## config.mk

```make
export PLATFORM = sky130hd
export DESIGN_NAME = jk_register_bank
export DESIGN_NICKNAME = d
export VERILOG_FILES = /design/src/rtl/jk_register_bank_pkg.sv /design/src/rtl/jk_register_bank_jk_next_bit.sv /design/src/rtl/jk_register_bank.sv
export SDC_FILE = /design/constraint.sdc
export NUM_CORES = 1
export LEC_CHECK = 0
export CAP_MARGIN = 40
export CORE_MARGIN = 2
export CORE_UTILIZATION = 51
export CTS_BUF_LIST = sky130_fd_sc_hd__clkbuf_2 sky130_fd_sc_hd__clkbuf_4 sky130_fd_sc_hd__clkbuf_8
export CTS_CLUSTER_DIAMETER = 50
export CTS_CLUSTER_SIZE = 24
export DETAILED_ROUTE_END_ITERATION = 6
export HOLD_SLACK_MARGIN = 0.05
export PLACE_DENSITY = 0.86
export SLEW_MARGIN = 0
export SYNTH_ARGS = -nofsm -noshare
export SYNTH_HDL_FRONTEND = slang
export SYNTH_SLANG_ARGS = --single-unit
```

## constraint.sdc

```tcl
create_clock -name clk -period 4.47 [get_ports clk]
set_clock_uncertainty 0.2 [all_clocks]
set_input_delay 0.894 -clock clk [delete_from_list [all_inputs] [get_ports clk]]
set_output_delay 0.894 -clock clk [all_outputs]
set_load 0.01 [all_outputs]
```

## src/rtl/jk_register_bank_pkg.sv

```systemverilog
`default_nettype none
// ============================================================================
//  Module      : jkreg_pkg
//  Description : Shared mode and direction encodings for jk_register_bank.
//  Revision    : 1.0 - initial release
// ============================================================================
package jkreg_pkg;

    localparam logic [1:0] MODE_JK    = 2'b00;
    localparam logic [1:0] MODE_COUNT = 2'b01;
    localparam logic [1:0] MODE_SHIFT = 2'b10;
    localparam logic [1:0] MODE_HOLD  = 2'b11;

    localparam logic DIR_UP   = 1'b1;
    localparam logic DIR_LEFT = 1'b1;

endpackage : jkreg_pkg
`default_nettype wire

```

## src/rtl/jk_register_bank_jk_next_bit.sv

```systemverilog
`default_nettype none
// ============================================================================
//  Module      : jk_next_bit
//  Description : Combinational next state of a single JK bit.
//                {j,k}: 00 hold, 01 clear, 10 set, 11 toggle.
//  Revision    : 1.0 - initial release
// ============================================================================
module jk_next_bit (
    input  logic i_q,
    input  logic i_j,
    input  logic i_k,
    output logic o_q_next
);

    // Classic JK characteristic table
    always_comb begin
        o_q_next = i_q;
        unique case ({i_j, i_k})
            2'b00:   o_q_next = i_q;
            2'b01:   o_q_next = 1'b0;
            2'b10:   o_q_next = 1'b1;
            default: o_q_next = ~i_q;
        endcase
    end

endmodule : jk_next_bit
`default_nettype wire

```

## src/rtl/jk_register_bank.sv

```systemverilog
`default_nettype none
// ============================================================================
//  Module      : jk_register_bank
//  Description : WIDTH-bit register operating as a JK bank, an up/down
//                counter or a bidirectional shift register, with parallel
//                load. Optional build macro JKREG_SATURATE_EN makes the
//                counter saturate at its limits instead of wrapping.
//  Revision    : 1.0 - initial release
// ============================================================================
module jk_register_bank
    import jkreg_pkg::*;
#(
    parameter int                WIDTH     = 4,
    parameter logic [WIDTH-1:0]  RESET_VAL = '0
) (
    input  logic             clk,
    input  logic             rst,
    input  logic             en,
    input  logic [1:0]       mode,
    input  logic [WIDTH-1:0] j,
    input  logic [WIDTH-1:0] k,
    input  logic             dir,
    input  logic             ser_in,
    input  logic             load,
    input  logic [WIDTH-1:0] d,
    output logic [WIDTH-1:0] q,
    output logic             tc,
    output logic             ser_out
);

    localparam logic [WIDTH-1:0] c_ones = '1;
    localparam logic [WIDTH-1:0] c_zero = '0;
    localparam logic [WIDTH-1:0] c_one  = {{(WIDTH-1){1'b0}}, 1'b1};

    logic [WIDTH-1:0] reg_q, reg_d;
    logic             tc_q, tc_d;
    logic             ser_out_q, ser_out_d;
    logic [WIDTH-1:0] w_jk_next;
    logic [WIDTH-1:0] w_inc, w_dec;

    assign w_inc = reg_q + c_one;
    assign w_dec = reg_q - c_one;

    // One independent JK cell per register bit
    generate
        for (genvar gi = 0; gi < WIDTH; gi++) begin : g_jk_bits
            jk_next_bit u_jk_next_bit (
                .i_q      (reg_q[gi]),
                .i_j      (j[gi]),
                .i_k      (k[gi]),
                .o_q_next (w_jk_next[gi])
            );
        end
    endgenerate

    // Next-state selection: load beats enabled operation; tc is a one-edge pulse
    always_comb begin
        reg_d     = reg_q;
        tc_d      = 1'b0;
        ser_out_d = ser_out_q;
        if (load) begin
            reg_d = d;
        end else if (en) begin
            unique case (mode)
                MODE_JK: begin
                    reg_d = w_jk_next;
                end
                MODE_COUNT: begin
                    if (dir == DIR_UP) begin
`ifdef JKREG_SATURATE_EN
                        if (reg_q != c_ones) begin
                            reg_d = w_inc;
                            tc_d  = (w_inc == c_ones);
                        end
`else
                        reg_d = w_inc;
                        tc_d  = (reg_q == c_ones);
`endif
                    end else begin
`ifdef JKREG_SATURATE_EN
                        if (reg_q != c_zero) begin
                            reg_d = w_dec;
                            tc_d  = (w_dec == c_zero);
                        end
`else
                        reg_d = w_dec;
                        tc_d  = (reg_q == c_zero);
`endif
                    end
                end
                MODE_SHIFT: begin
                    if (dir == DIR_LEFT) begin
                        reg_d     = {reg_q[WIDTH-2:0], ser_in};
                        ser_out_d = reg_q[WIDTH-1];
                    end else begin
                        reg_d     = {ser_in, reg_q[WIDTH-1:1]};
                        ser_out_d = reg_q[0];
                    end
                end
                default: begin
                    reg_d = reg_q;
                end
            endcase
        end
    end

    // State registers with synchronous active-low reset
    always_ff @(posedge clk) begin
        if (!rst) begin
            reg_q     <= RESET_VAL;
            tc_q      <= 1'b0;
            ser_out_q <= 1'b0;
        end else begin
            reg_q     <= reg_d;
            tc_q      <= tc_d;
            ser_out_q <= ser_out_d;
        end
    end

    assign q       = reg_q;
    assign tc      = tc_q;
    assign ser_out = ser_out_q;

endmodule : jk_register_bank
`default_nettype wire

```

==> out/qor.yml <==
status: "finished clean"
place_congestion: 0.910
setup_tns_ps: 0
netlist_area_um2: 835
setup_viol: 0
first_global_vias: 827
crit_family: "buffers and inverters"
final.min_clock_period_ps: 2980
finalCritPeriodShare: 0.668
holdCritPathClass: "flop to flop"
rsz0062_at_grt: "no"
post_cts.repair.setup_buffers: 0
dpl.hpwl_um: 1560
cts_buffers: 3
holdWs_ps: 318
postRouteWirelength_um: 2020
syn-num-nets: 136
utilization: 0.707
r2r_setup_slack_ps: 2390
vias: 838
holdBufCountCts: 0
grt_pass1_wl_um: 3400
core_area_um2: 1520
antenna_left: 0
path_depth: 7
relSlewSlack: 0.693
finalHoldViolCount: 0
critical_path.cell_chain: "clkdlybuf4s50_1 > inv_1 > ha_1 > a21oi_1 > nand3_1 > and3b_1 > o311a_1"
die_y_um: 44.5
tightestPinTransition_ps: 460
finalPower_mw: 0.206
leakagePower_nw: 0.500
clock-sinks: 6
p_per_area_nw_per_um2: 191
synth-seq-cells: 6
max_freq_mhz: 335
cts_tree: "yes"
path_class: "input pin to flop"
avgViaCountPerCell: 6.03
grt_start_max_net_pins: 12
antenna_found_initial: 0
grt-ovfl-total: 0
worstPathArrival_ps: 2910
report.final.slew_viol_count: 0
yosysWarnings: 0
yosysUniqueCellTypes: 38
syn2layout_area_growth_pct: 29.1
firstDrtPassIters: 4
drtIter0Drc: 20
cts_root_buf: "clkbuf_4"
pre_cts_slack_ps: 1240
nets: 159
drive_above_1_share: 0.0650
critPathSlowestCell: "clkdlybuf4s50_1"
critical-path-max-stage-delay_ps: 740
cp_max_fo: 9
clock_path_buffers: 2
rows: 14
yosysSeqAreaShare: 0.144
io_buffer_count: 25
worstSetupStartpointType: "input pin"
end_kind: "flop"
n_antenna_cell: 0
postSynthAreaPerCell_um2: 8.18
clkTransAtPathRegs_ps: 50
start_util: 0.548
ctsResizeCount: 0
track_usage: 0.230
crit_buf_inv: 2
rr_worst_depth: 6
die_w_um: 44.5
synth_cells: 102
io_pins: 26
clk_latency_ps: 240
worst_slack_ps: 1490
die_area_um2: 1980
htreeDepth: 1
hold-path-cell-count: 2
maxCapViolations: 0
worstPathRequired_ps: 4400
drt_drc_violations_left: 0
wl_per_cell_um: 14.5
vdd_ir_drop_max_v: 0.000144
## per-layer routing
layer,wire length [µm],track usage
met4,16,0.0667
met1,856,0.278
met2,1020,0.432
met3,123,0.0122
met5,0,0
## tightest hold or removal path, delay by kind of cell (launching register included)
| family | cells | cell delay (ps) |
|---|---|---|
| AO/OA/AOI/OAI | 2 | 160 |
| flip-flops | 1 | 300 |
## cells in the mapped netlist, drive strengths merged
master / instances / share of area
nor4b: 1 / 0.010
buf: 6 / 0.055
dfxtp: 6 / 0.14
or4: 1 / 0.0090
nor2: 3 / 0.013
mux2i: 2 / 0.024
o41ai: 1 / 0.019
o31a: 1 / 0.010
a311oi: 1 / 0.010
a211o: 2 / 0.021
mux2: 3 / 0.049
ha: 13 / 0.19
clkbuf: 1 / 0.0045
nand2: 11 / 0.049
a32o: 1 / 0.012
a221oi: 3 / 0.039
inv: 17 / 0.076
xnor2: 1 / 0.010
nor2b: 5 / 0.037
a22o: 1 / 0.010
nor4: 1 / 0.0075
nand3: 3 / 0.018
and3b: 1 / 0.010
fa: 1 / 0.024
nor3: 1 / 0.0060
a21oi: 6 / 0.036
xor2: 1 / 0.010
o32ai: 1 / 0.010
a211oi: 2 / 0.018
o311a: 1 / 0.012
o21a: 1 / 0.0090
a311o: 1 / 0.012
o2111a: 1 / 0.013
and4: 1 / 0.010
## power by group
group          internal (mW)  switching, mW  total (mW)
Combinational         0.0485         0.0420      0.0905
Sequential            0.0569        0.00696      0.0639
Clock                 0.0305         0.0208      0.0513
## state kept, by name, indices dropped and copies added, names as in the netlist
signal	cells
q	4
ser_out	1
tc	1
## cell families (layout without fill, tap and decap cells)
family	Yosys count	in the layout	share of synthesized area
fa+ha+maj	14	14	0.219
compound gates	23	23	0.234
simple gates	28	28	0.172
xor+xnor	2	2	0.0210
flops	6	6	0.144
buf+inv	24	45	0.136
mux	5	5	0.0735
## cells in the final DEF, fill, tap and decap left out, drive strengths merged
cell type      netlist  final
inv                 17     17
or4                  1      1
a211oi               2      2
xor2                 1      1
nor2                 3      3
fa                   1      1
nor2b                5      5
clkdlybuf4s50        0     25
a221oi               3      3
nor4b                1      1
o41ai                1      1
a21oi                6      6
o311a                1      1
a311oi               1      1
o32ai                1      1
and3b                1      1
a211o                2      2
a22o                 1      1
and4                 1      1
o2111a               1      1
dfxtp                6      6
a32o                 1      1
nor4                 1      1
nand3                3      3
xnor2                1      1
a311o                1      1
o31a                 1      1
ha                  13     13
mux2                 3      3
o21a                 1      1
nor3                 1      1
mux2i                2      2
nand2               11     11
clkbuf               1      3
## area by class of cell
class,count,area (µm²)
fill,133,447
clock buffer,3,22.5
inverter,17,63.8
tap,16,20.0
timing repair buffer,25,250
multi-input combinational,72,601
sequential,6,120
## metrics by stage
| step | std cells | area [µm²] |
|---|---|---|
| 3_3_place_gp | 136 | 1050 |
| 2_1_floorplan | 102 | 835 |
| 4_1_cts | 139 | 1080 |
| 5_1_grt | 139 | 1080 |
| 6_report | 139 | 1080 |
| 3_5_place_dp | 136 | 1050 |
## final timing paths
| kind | start | end |
|---|---|---|
| setup / recovery | dir | q[3]$_SDFFE_PN0P_ |
| hold / removal | ser_out$_SDFFE_PN0P_ | ser_out$_SDFFE_PN0P_ |
| setup reg to reg | q[0]$_SDFFE_PN0P_ | q[2]$_SDFFE_PN0P_ |
| hold reg to reg | ser_out$_SDFFE_PN0P_ | ser_out$_SDFFE_PN0P_ |
No activity file was read; power rests on OpenSTA's default activity.
